File: src/rtl/dram_arbiter_pkg.sv
// Shared definitions for the multi-core data-RAM front end: FSM state encodings
// and a width helper used to size the round-robin pointer.
package dram_arbiter_pkg;

  typedef enum logic [1:0] {
    ST_ARB  = 2'd0,
    ST_MEM  = 2'd1,
    ST_DONE = 2'd2
  } arb_state_e;

  // Bits needed to index n items, never less than one.
  function automatic int clog2(input int n);
    int w;
    w = 1;
    while ((1 << w) < n) w++;
    return w;
  endfunction

endpackage

File: src/rtl/dram_arbiter_bank.sv
// Single-port synchronous data RAM with one cycle of read latency.
// Read-first: q returns the word stored before a same-edge write.
module dram_bank #(
  parameter int DATA_W = 16,
  parameter int ADDR_W = 8
) (
  input  logic              clk,
  input  logic              we,
  input  logic [ADDR_W-1:0] addr,
  input  logic [DATA_W-1:0] d,
  output logic [DATA_W-1:0] q
);

  logic [DATA_W-1:0] mem_q [2**ADDR_W];

  // NOTE: the array has no reset so it maps onto a RAM macro; contents survive rst_n.
  always_ff @(posedge clk) begin
    if (we) mem_q[addr] <= d;
    q <= mem_q[addr];
  end

endmodule

File: src/rtl/dram_arbiter.sv
// Round-robin front end that serialises per-core requests onto one RAM bank,
// one ARB -> MEM -> DONE slot per access, with optional same-address read merging.
module dram_arbiter
  import dram_arbiter_pkg::*;
#(
  parameter int N_CORES     = 2,
  parameter int DATA_W      = 16,
  parameter int ADDR_W      = 8,
  parameter int MERGE_READS = 1
) (
  input  logic                        MAIN_CLOCK,
  input  logic                        RESET_N,
  input  logic [N_CORES-1:0]          CORE_REQ,
  input  logic [N_CORES-1:0]          CORE_WRITE_EN,
  input  logic [N_CORES*ADDR_W-1:0]   CORE_ADDRESS,
  input  logic [N_CORES*DATA_W-1:0]   CORE_DATA,
  output logic [N_CORES-1:0]          CORE_ACK,
  output logic [DATA_W-1:0]           DATA_FROM_RAM,
  output logic [$clog2(N_CORES)-1:0]  GRANT_ID,
  output logic                        BUSY
);

  localparam int PTR_W = clog2(N_CORES);

  typedef struct packed {
    logic             valid;
    logic [PTR_W-1:0] idx;
  } win_t;

  arb_state_e         state_q, state_d;
  logic [PTR_W-1:0]   rr_ptr_q, rr_ptr_d;
  logic [PTR_W-1:0]   grant_q, grant_d;
  logic [ADDR_W-1:0]  addr_q, addr_d;
  logic [DATA_W-1:0]  wdata_q, wdata_d;
  logic [DATA_W-1:0]  rdata_q, rdata_d;
  logic               we_q, we_d;
  logic [N_CORES-1:0] merge_q, merge_d;

  logic [ADDR_W-1:0]  core_addr [N_CORES];
  logic [DATA_W-1:0]  core_data [N_CORES];
  logic [N_CORES-1:0] eligible;
  logic [N_CORES-1:0] grant_mask;
  logic [DATA_W-1:0]  ram_q;
  logic [DATA_W-1:0]  done_word;
  logic               ram_we;
  win_t               win;

  // Explicit wrap keeps the pointer legal for non-power-of-two core counts.
  function automatic logic [PTR_W-1:0] ptr_inc(input logic [PTR_W-1:0] p);
    return (p == PTR_W'(N_CORES-1)) ? '0 : p + PTR_W'(1);
  endfunction

  function automatic win_t pick_winner(input logic [N_CORES-1:0] elig,
                                       input logic [PTR_W-1:0]   ptr);
    win_t             w;
    logic [PTR_W-1:0] idx;
    w   = '0;
    idx = ptr;
    for (int k = 0; k < N_CORES; k++) begin
      if (elig[idx] && !w.valid) begin
        w.valid = 1'b1;
        w.idx   = idx;
      end
      idx = ptr_inc(idx);
    end
    return w;
  endfunction

  always_comb begin
    for (int i = 0; i < N_CORES; i++) begin
      core_addr[i]  = CORE_ADDRESS[i*ADDR_W +: ADDR_W];
      core_data[i]  = CORE_DATA[i*DATA_W +: DATA_W];
      grant_mask[i] = (grant_q == PTR_W'(i));
    end
  end

  // A core still seeing its ACK must not be picked again on a stale REQ.
  assign eligible  = CORE_REQ & ~CORE_ACK;
  assign win       = pick_winner(eligible, rr_ptr_q);
  assign done_word = we_q ? wdata_q : ram_q;
  assign ram_we    = (state_q == ST_MEM) && we_q;

  // Next-state logic.
  always_comb begin
    state_d = state_q;
    unique case (state_q)
      ST_ARB:  if (win.valid) state_d = ST_MEM;
      ST_MEM:  state_d = ST_DONE;
      ST_DONE: state_d = ST_ARB;
      default: state_d = ST_ARB;
    endcase
  end

  // Slot capture: everything the access needs is frozen in ARB.
  always_comb begin
    rr_ptr_d = rr_ptr_q;
    grant_d  = grant_q;
    addr_d   = addr_q;
    wdata_d  = wdata_q;
    we_d     = we_q;
    merge_d  = merge_q;
    rdata_d  = rdata_q;
    if (state_q == ST_ARB && win.valid) begin
      grant_d  = win.idx;
      addr_d   = core_addr[win.idx];
      wdata_d  = core_data[win.idx];
      we_d     = CORE_WRITE_EN[win.idx];
      rr_ptr_d = ptr_inc(win.idx);
      merge_d  = '0;
      if (MERGE_READS != 0 && !CORE_WRITE_EN[win.idx]) begin
        for (int i = 0; i < N_CORES; i++) begin
          merge_d[i] = eligible[i] && !CORE_WRITE_EN[i] &&
                       (core_addr[i] == core_addr[win.idx]) &&
                       (win.idx != PTR_W'(i));
        end
      end
    end
    if (state_q == ST_DONE) rdata_d = done_word;
  end

  // NOTE: sequential state uses non-blocking assignments so every flop samples pre-edge values.
  always_ff @(posedge MAIN_CLOCK or negedge RESET_N) begin
    if (!RESET_N) begin
      state_q  <= ST_ARB;
      rr_ptr_q <= '0;
      grant_q  <= '0;
      addr_q   <= '0;
      wdata_q  <= '0;
      rdata_q  <= '0;
      we_q     <= 1'b0;
      merge_q  <= '0;
    end else begin
      state_q  <= state_d;
      rr_ptr_q <= rr_ptr_d;
      grant_q  <= grant_d;
      addr_q   <= addr_d;
      wdata_q  <= wdata_d;
      rdata_q  <= rdata_d;
      we_q     <= we_d;
      merge_q  <= merge_d;
    end
  end

  // Outputs decode from the state register, so reset clears ACK without waiting for an edge.
  always_comb begin
    BUSY          = (state_q != ST_ARB);
    CORE_ACK      = (state_q == ST_DONE) ? (grant_mask | merge_q) : '0;
    DATA_FROM_RAM = (state_q == ST_DONE) ? done_word : rdata_q;
    GRANT_ID      = grant_q;
  end

  dram_bank #(
    .DATA_W (DATA_W),
    .ADDR_W (ADDR_W)
  ) u_bank (
    .clk  (MAIN_CLOCK),
    .we   (ram_we),
    .addr (addr_q),
    .d    (wdata_q),
    .q    (ram_q)
  );

endmodule

File: config.mk
export PLATFORM = sky130hd
export DESIGN_NAME = dram_arbiter
export DESIGN_NICKNAME = d
export VERILOG_FILES = /design/src/rtl/dram_arbiter_pkg.sv /design/src/rtl/dram_arbiter_bank.sv /design/src/rtl/dram_arbiter.sv
export SDC_FILE = /design/constraint.sdc
export NUM_CORES = 2
export LEC_CHECK = 0
export ABC_CLOCK_PERIOD_IN_PS = 14000
export BUFFER_PORTS_ARGS = -buffer_cell sky130_fd_sc_hd__buf_2
export CAP_MARGIN = 40
export CORE_AREA = 2 2 635 637
export CTS_BUF_LIST = sky130_fd_sc_hd__clkbuf_2 sky130_fd_sc_hd__clkbuf_4 sky130_fd_sc_hd__clkbuf_8
export CTS_CLUSTER_DIAMETER = 120
export DETAILED_ROUTE_END_ITERATION = 8
export DIE_AREA = 0 0 637 639
export SYNTH_ARGS = -nofsm -noshare
export SYNTH_HDL_FRONTEND = slang
export SYNTH_SLANG_ARGS = --single-unit
File: constraint.sdc
create_clock -name MAIN_CLOCK -period 14 [get_ports MAIN_CLOCK]
set_input_delay 2.8 -clock MAIN_CLOCK [delete_from_list [all_inputs] [get_ports MAIN_CLOCK]]
set_output_delay 2.8 -clock MAIN_CLOCK [all_outputs]
set_load 0.05 [all_outputs]
==> results.yml <==
sta:
  fin_crit_ps: 6075
  maxSlewHeadroom: -0.1958
  rsz0062_at_grt: "false"
  tns_ps: 0
  tightest_slew_ps: 1794
  final_max_slew_viol_count: 119
  final.period_utilization: 0.4339
  fmaxAchievable_ghz: 0.1646
  hold_viol: 0
  skew_ps: 73.21
  finalSetupViolCount: 0
floorplan:
  die-area_mm2: 0.4070
  die_height_um: 639
  die_w_um: 637
  start_util: 0.3973
  core_region_area_mm2: 0.4009
  num_io_pins: 74
  rows: 233
worst_setup_path:
  cp-end-kind: "primary output"
  critical_path.max_stage_delay_ps: 870
  crit_arrival_ps: 3270
  crit_required_ps: 11200
  crit_path_cell_trace: "mux2i_1, o21ai_0, buf_2"
  criticalPathCategory: "reg -> out"
  start_kind: "flop"
  path_max_fanout: 55
  worstRegToRegCells: 11
  crit_path_top_delay_cell: "dfrtp_4"
global_route:
  grtUsageMet1: 0.3009
  antenna_found_initial: 29
  grt_overflow: 0
  grt_pass1_wl_um: 646900
  grt_max_degree: 234
  grt.met2_usage: 0.3528
  top_usage_layer: "met2"
  grtUsageMet3: 0.05945
  grt_pass1_vias: 80930
  grt.total_usage: 0.2263
routing:
  detail_route.wl_per_cell_um: 34.35
  avgViaCountPerCell: 5.904
  first_iter_violations: 11280
  route.vias.total: 80300
  dr.pass1.iters: 8
  drc: 0
  drt-total-wl_um: 467200
  ant_nets: 0
clock_network:
  clk_pin_slew_ps: 60
  cts.sinks: 4159
  clockBufferDepth: 4
  cts_setup_buffers: 0
  clk_latency_ps: 1230
  cts_root_buffer: "clkbuf_8"
  cts_resized: 0
  cts-htree-levels: 6
  holdBufCountCts: 0
  cts_tree: "done"
  cts_buffers: 658
synthesis:
  syn-num-nets: 7029
  avgSynthCellArea_um2: 22.84
  synth_edf_count: 4096
  synth_seq_cells: 4159
  synth_cells: 6975
  ys_warn_count: 0
  synthesis.area_mm2: 0.1593
  synthFlopType: "edfxtp_1"
  synth.yosys.seq_area_share: 0.7816
  ys_async_sr_fraction: 0.01130
  ys_types: 65
placed_design:
  dpl-instance-area_mm2: 0.1697
  routabilityCongestion: 0.9099
  port_buffers: 73
  dp_hpwl_um: 282100
run_status:
  outcome: "finished with violations"
  violations: "max-slew violations"
pwr:
  p_leak_nw: 57.40
  peakVddDrop_v: 0.0001874
  power_density_mw_per_mm2: 209.8
  fin_total_pwr_w: 0.03830
finish:
  final_cell_mix: "4096 x edfxtp_1, 1073 x mux4_2, 663 x clkbuf_8"
  fill_cells: 33060
  area_delta_synth_final_pct: 14.62
  nets: 7868
  layout_commonest_cell: "edfxtp_1"
  drive_above_1_share: 0.3514
  fin_util: 0.4555
  fin_area_mm2: 0.1826
run:
  max_cap_viol_count: 0
worst_hold_path:
  hold_path_class: "reg -> reg"
  whs_path_depth: 2
-- cells in the mapped netlist, types with 40 or more instances --
cell type	instances	area share
mux4_2	1073	0.15
a21oi_1	96	0.0030
dfrtp_1	47	0.0074
buf_2	134	0.0042
nor2_1	337	0.0079
buf_1	46	0.0011
clkbuf_1	143	0.0034
mux2i_1	198	0.012
o21ai_0	60	0.0019
edfxtp_1	4096	0.77
a22oi_1	172	0.0081
nand2_1	97	0.0023
buf_6	40	0.0028
o22ai_1	55	0.0022
buf_4	43	0.0020
-- power by group --
part / total [W] / switching (W) / internal, W
clock network: 0.0101 / 0.00482 / 0.00531
registers: 0.0160 / 0.000406 / 0.0156
logic: 0.0121 / 0.00807 / 0.00407
total: 0.0383 / 0.0133 / 0.0250
-- final timing paths --
| kind | startpoint | endpoint | slack [ps] |
|---|---|---|---|
| min in group asynchronous | RESET_N | rdata_q[1]$_DFF_PN0_ | 1420 |
| max | wdata_q[14]$_DFFE_PN0P_ | DATA_FROM_RAM[14] | 7930 |
| min | rdata_q[1]$_DFF_PN0_ | rdata_q[1]$_DFF_PN0_ | 490 |
| max reg2reg | addr_q[0]$_DFFE_PN0P_ | u_bank.q[10]$_DFF_P_ | 8260 |
| min reg2reg | rdata_q[1]$_DFF_PN0_ | rdata_q[1]$_DFF_PN0_ | 490 |
| max in group asynchronous | RESET_N | rdata_q[5]$_DFF_PN0_ | 11990 |
-- stage by stage --
stage	instances	hold WS, ps	setup slack [ps]
3_5_place_dp	12430	479.0	8204
6_report	13600	488.2	7925
2_1_floorplan	6975	426.1	6515
5_1_grt	13590	504.8	7732
3_3_place_gp	12300	488.4	7512
4_1_cts	13580	492.2	7817
-- area by class of cell --
cell class / instances / area [um2] / area share
Clock inverter: 247 / 1775 / 0.009725
Clock buffer: 902 / 10920 / 0.05981
Multi-Input combinational cell: 2405 / 33120 / 0.1814
Timing Repair Buffer: 587 / 5519 / 0.03023
Antenna cell: 11 / 27.53 / 0.0001508
Sequential cell: 4159 / 124600 / 0.6823
Tap cell: 5287 / 6615 / 0.03623
Inverter: 3 / 18.77 / 0.0001028
-- worst max-delay path, delay by kind of cell (launching register included) --
kind | cells | cell delay (ps)
buffers and inverters | 1 | 330
DFF | 1 | 870
muxes | 1 | 460
AOI/OAI and AO/OA | 1 | 320
-- sequential cells by signal (all words and copies together) (netlist names) --
name / flops
u_bank.mem_q: 4096
rdata_q: 16
u_bank.q: 16
wdata_q: 16
addr_q: 8
merge_q: 2
state_q: 2
GRANT_ID: 1
rr_ptr_q: 1
we_q: 1
-- cells by family after synthesis --
| logic type | Yosys count | synth area share |
|---|---|---|
| and+or+nand+nor | 591 | 0.01642 |
| buffers and inverters | 411 | 0.01384 |
| DFF | 4159 | 0.7816 |
| xor gates and xnor gates | 8 | 0.0004399 |
| AOI/OAI and AO/OA | 513 | 0.02197 |
| muxes | 1293 | 0.1657 |
-- metal layers --
layer / up-vias / part of all wire / wire length [um]
met5: - / 0.00041 / 191
met3: 860 / 0.10 / 48160
met4: 14 / 0.047 / 21970
met1: 43380 / 0.38 / 178200
met2: 4567 / 0.47 / 218600
li1: 31480 / - / -
Note: power is estimated with default switching activity, not from simulation.
